===== config.mk =====
export PLATFORM = sky130hd
export DESIGN_NAME = uart_rx
export DESIGN_NICKNAME = d
export VERILOG_FILES = /design/src/rtl/uart_pkg.sv /design/src/rtl/sync_2ff.sv /design/src/rtl/uart_rx.sv
export SDC_FILE = /design/constraint.sdc
export NUM_CORES = 1
export LEC_CHECK = 0
export CAP_MARGIN = 20
export CORE_UTILIZATION = 30
export DETAILED_ROUTE_END_ITERATION = 16
export REMOVE_ABC_BUFFERS = 1
export SLEW_MARGIN = 5
export SYNTH_ARGS = -nofsm -noshare
export SYNTH_HDL_FRONTEND = slang
export SYNTH_SLANG_ARGS = --single-unit

===== constraint.sdc =====
create_clock -name clk -period 3.4 [get_ports clk]
set_input_delay 0.68 -clock clk [delete_from_list [all_inputs] [get_ports clk]]
set_output_delay 0.68 -clock clk [all_outputs]
set_load 0.03 [all_outputs]

===== src/rtl/uart_pkg.sv =====
// Shared UART definitions, used by both uart_rx and uart_tx.
//   UART_DATA_BITS  : data bits per frame (8N1 framing)
//   clks_per_bit()  : system clocks per bit, floor(clk_freq / baud)
//   uart_rx_state_e : receiver state encoding
package uart_pkg;

    localparam int UART_DATA_BITS = 8;

    function automatic int clks_per_bit(input int clk_freq, input int baud);
        return clk_freq / baud;
    endfunction

    typedef enum logic [2:0] {
        IDLE,
        START,
        DATA,
        STOP,
        BREAK
    } uart_rx_state_e;

endpackage


===== src/rtl/sync_2ff.sv =====
// Generic 1-bit two-flop synchronizer for asynchronous inputs.
//   clk : destination clock
//   rst : asynchronous, active-high reset; both flops load RESET_VAL
//   d   : asynchronous input
//   q   : synchronized output, lags d by two clk edges
module sync_2ff #(
    parameter logic RESET_VAL = 1'b1
) (
    input  logic clk,
    input  logic rst,
    input  logic d,
    output logic q
);

    logic meta;

    // NOTE: non-blocking assignments make meta and q behave as two real
    // flops; blocking ones here would collapse the chain into one stage.
    always_ff @(posedge clk or posedge rst) begin
        if (rst) begin
            meta <= RESET_VAL;
            q    <= RESET_VAL;
        end else begin
            meta <= d;
            q    <= meta;
        end
    end

endmodule


===== src/rtl/uart_rx.sv =====
// UART receiver, 8N1, mid-bit sampling with a per-bit timer.
//   clk         : system clock, rising edge
//   rst         : asynchronous, active-high reset
//   rx_i        : serial line, asynchronous, idle high
//   valid_o     : data_o holds an unconsumed byte
//   data_o      : received byte (LSB first on the line)
//   ready_i     : consumer accepts the byte when valid_o && ready_i
//   frame_err_o : one-cycle pulse, stop bit sampled low
//   overrun_o   : one-cycle pulse, completed byte dropped (holding register full)
module uart_rx
    import uart_pkg::*;
#(
    parameter int CLK_FREQ  = 50_000_000,
    parameter int BAUD_RATE = 115200
) (
    input  logic       clk,
    input  logic       rst,
    input  logic       rx_i,
    output logic       valid_o,
    output logic [7:0] data_o,
    input  logic       ready_i,
    output logic       frame_err_o,
    output logic       overrun_o
);

    localparam int N    = clks_per_bit(CLK_FREQ, BAUD_RATE);
    localparam int HALF = N / 2;
    localparam int TW   = (N > 1) ? $clog2(N) : 1;

    localparam logic [TW-1:0] LAST_FULL = TW'(N - 1);
    localparam logic [TW-1:0] LAST_HALF = TW'(HALF - 1);
    localparam logic [2:0]    LAST_BIT  = 3'(UART_DATA_BITS - 1);

    if (N < 4) begin : g_bad_ratio
        $error("uart_rx: CLK_FREQ/BAUD_RATE must be at least 4");
    end

    logic           rxs;
    uart_rx_state_e state;
    logic [TW-1:0]  timer;
    logic [TW-1:0]  limit;
    logic           at_sample;
    logic [2:0]     bit_cnt;
    logic [7:0]     shreg;

    sync_2ff #(
        .RESET_VAL(1'b1)
    ) u_sync (
        .clk(clk),
        .rst(rst),
        .d  (rx_i),
        .q  (rxs)
    );

    // The start bit is only timed to its middle; every later bit is a full period.
    always_comb begin
        limit = (state == START) ? LAST_HALF : LAST_FULL;
    end

    assign at_sample = (timer == limit);

    always_ff @(posedge clk or posedge rst) begin
        if (rst) begin
            state       <= IDLE;
            timer       <= '0;
            bit_cnt     <= '0;
            shreg       <= '0;
            valid_o     <= 1'b0;
            data_o      <= '0;
            frame_err_o <= 1'b0;
            overrun_o   <= 1'b0;
        end else begin
            frame_err_o <= 1'b0;
            overrun_o   <= 1'b0;

            // NOTE: a byte loaded at the stop sample below is assigned later in
            // this block, so it overrides this clear within the same edge.
            if (valid_o && ready_i) begin
                valid_o <= 1'b0;
            end

            case (state)
                IDLE: begin
                    timer <= '0;
                    if (!rxs) begin
                        state <= START;
                    end
                end

                START: begin
                    if (at_sample) begin
                        timer   <= '0;
                        bit_cnt <= '0;
                        // Line back high at mid-start-bit: a glitch, not a frame.
                        state   <= rxs ? IDLE : DATA;
                    end else begin
                        timer <= timer + 1'b1;
                    end
                end

                DATA: begin
                    if (at_sample) begin
                        timer   <= '0;
                        shreg   <= {rxs, shreg[7:1]};
                        bit_cnt <= bit_cnt + 1'b1;
                        if (bit_cnt == LAST_BIT) begin
                            state <= STOP;
                        end
                    end else begin
                        timer <= timer + 1'b1;
                    end
                end

                STOP: begin
                    if (at_sample) begin
                        timer <= '0;
                        if (rxs) begin
                            // Returning to IDLE at mid-stop-bit leaves half a bit
                            // to catch a back-to-back start edge.
                            state <= IDLE;
                            if (!valid_o || ready_i) begin
                                data_o  <= shreg;
                                valid_o <= 1'b1;
                            end else begin
                                overrun_o <= 1'b1;
                            end
                        end else begin
                            frame_err_o <= 1'b1;
                            state       <= BREAK;
                        end
                    end else begin
                        timer <= timer + 1'b1;
                    end
                end

                BREAK: begin
                    // Held-low line reports one framing error, then waits for idle.
                    if (rxs) begin
                        state <= IDLE;
                    end
                end

                default: state <= IDLE;
            endcase
        end
    end

endmodule


==> qor.csv <==
metric,value,unit
synthXorXnorAreaFrac,1.54,%
grt_overflow,0,
layout_min_cycle_time,2.28,ns
yosys.cell_types.count,45,
fin_skew,0.00368,ns
drcViolationCount,0,
clock_latency,0.28,ns
num_antenna_cells,0,
synth_area,0.00170,sq mm
grt_max_degree,37,
yosys.area.top_type,dfrtp_1,
cts_buffer_depth,2,
ys.flop_type,dfrtp_1,
swShare,19.2,%
cts.clk_slew.worst_paths,0.07,ns
core,0.00547,sq mm
wl,2.94,mm
portBuffers,14,
rr_worst_depth,5,
r2r_slack,1.12,ns
end_kind,flop,
wire_per_inst,12.4,microns
gp_congestion,0.786,
async_flop_share,100,%
grt_pass1_wl,5.32,mm
hold_depth,0,
place_ws,1.08,ns
hp-class,reg2reg,
p_switching,0.000155,W
root_buffer,clkbuf_8,
cts_tree,yes,
crit_required,3.57,ns
via_per_inst,5.03,
post_cts_buffers,0,
holdPathEnd,u_sync.q,
start_util,31.1,%
post-route-worst-setup-slack,1.12,ns
reg2reg_to,shreg[4],
fin_crit_sh,67.0,%
drv_slew,0,
antenna_found_initial,0,
crit_fanout,9,
power,0.000807,W
ioPinCount,15,
rsz0062_at_grt,no,
synth_top_area_share,50.0,%
setup_viol,0,
power.internal,0.000652,W
status,finished clean,
synth-edff-count,0,
cts-htree-levels,2,
yosysSeqAreaShare,53.1,%
synth_compound_area_share,9.12,%
avgSynthCellArea,11.7,sq um
ys_warn_count,0,
drv_cap,0,
post-synth-top-count-cell,dfrtp_1,
synth_seq_cells,36,
vdd_ir_drop_max,0.149,mV
hold_violations,0,
finalSetupTns,0,ns
synthAdderAreaFrac,2.21,%
dp_hpwl,2.06,mm
power_frac_comb,1.5,%
fin_nets,171,
nFillCells,532,
p_clk_share,45.0,%
fp.dieH,77.3,microns
cp.arrival,2.45,ns
powerDensity,398,mW/mm^2
crit_type,reg2reg,
synth.area.top_cells,"dfrtp_1 50%, mux2_2 11%, dfstp_2 3.1%",
muxShareOfSynthArea,11.8,%
numCtsBuffers,5,
firstDrtPassIters,4,
max_freq,439,MHz
tightest_slew,0.640,ns
synth_top_family_by_area,simple AND/OR/NAND/NOR gates,
drt_iter0_drc,102,
ant_nets,0,
critPathLaunchType,flop,
hp-start,u_sync.meta,
synthCells,146,
grt_pass1_vias,1099,
cts-resized-gates,0,
synthSimpleGateAreaFrac,19.6,%
die_w,77.3,microns
dieArea,0.00598,sq mm
holdBufCountCts,0,
max_slew_margin,57.0,%
drive_gt1_share,20.6,%
rr_startpoint,timer[2],
post_synth_most_frequent_cells,"34 x dfrtp_1, 17 x mux2_2, 11 x nand2_1, 7 x nor2_1, 6 x o21ai_0",
synthToLayoutAreaGrowth,19.2,%
p_leak,0.876,nW
rows,27,
grt.total_usage,11.3,%
vias,1193,
cts_num_sinks,36,
p_seq_share,53.5,%
stage by stage:
stage          cells  utilization [%]  hold WS (ns)  cell area, sq um
3_3_place_gp     229             35.1         0.346              1920
6_report         237             37.1         0.357              2030
4_1_cts          237             37.1         0.359              2030
5_1_grt          237             37.1         0.365              2030
3_5_place_dp     229             35.1         0.349              1920
2_1_floorplan    140                -         0.345              1670
critical path, cell delays in order, from the launching register on:
cell and delay, ns:
dfrtp_1 0.45, and4bb_2 0.47, nand2b_1 0.13, nor3_1 0.51, buf_4 0.27, mux2_2 0.33
how the worst max path moves through the flow:
stage	start	to	slack [ns]	cells past startpoint
finish	timer[2]	shreg[4]	1.12	5
floorplan	timer[2]	shreg[0]	1.21	4
global route	timer[3]	shreg[4]	0.90	5
detailed placement	ready_i	data_o[4]	1.08	4
CTS	timer[2]	shreg[4]	1.13	5
global placement	ready_i	data_o[4]	1.08	4
cell type report:
cell class	count	area, sq um	share of cell area, %
Tap cell	72	90.1	4.44
Multi-Input combinational cell	101	753	37.1
Sequential cell	36	903	44.5
Inverter	3	11.3	0.555
Clock buffer	6	72.6	3.58
Clock inverter	2	35.0	1.73
Timing Repair Buffer	17	163	8.02
power by group through the flow:
stage / registers (W) / logic [W] / clock network (W)
floorplan: 0.000439 / 0.00000665 / 0
global placement: 0.000440 / 0.0000135 / 0
detailed placement: 0.000440 / 0.0000135 / 0
CTS: 0.000432 / 0.0000135 / 0.000377
global route: 0.000432 / 0.0000150 / 0.000394
finish: 0.000432 / 0.0000124 / 0.000363
flip-flops by register name (all words and copies together) (netlist names), 3 cells and up:
signal   flops
bit_cnt      3
timer        9
data_o       8
state        3
shreg        8
placed cells by master, fill, tap and decap left out, types with 4 or more instances in the layout:
cell / instances
mux2_2: 17
o21ai_0: 6
a21oi_1: 5
clkbuf_8: 5
nand3_1: 5
dfrtp_1: 34
nor2_1: 7
clkdlybuf4s50_1: 14
nand2_1: 11
nand4_1: 4
cell families (layout without fill, tap and decap cells):
kind of cell,count (synthesis),after routing
xor+xnor,3,3
buf+inv,9,28
mux,18,18
compound gates,23,23
fa+ha+maj,3,3
flops,36,36
simple gates,54,54
metal layers:
metal	wire (microns)	GRT usage [%]	vias to the layer above
li1	-	-	575
met1	1470	15.3	597
met2	1350	16.6	16
met3	80	3.10	5
met4	40	5.28	0
met5	0	0	-
No activity file was read; power rests on OpenSTA's default activity.
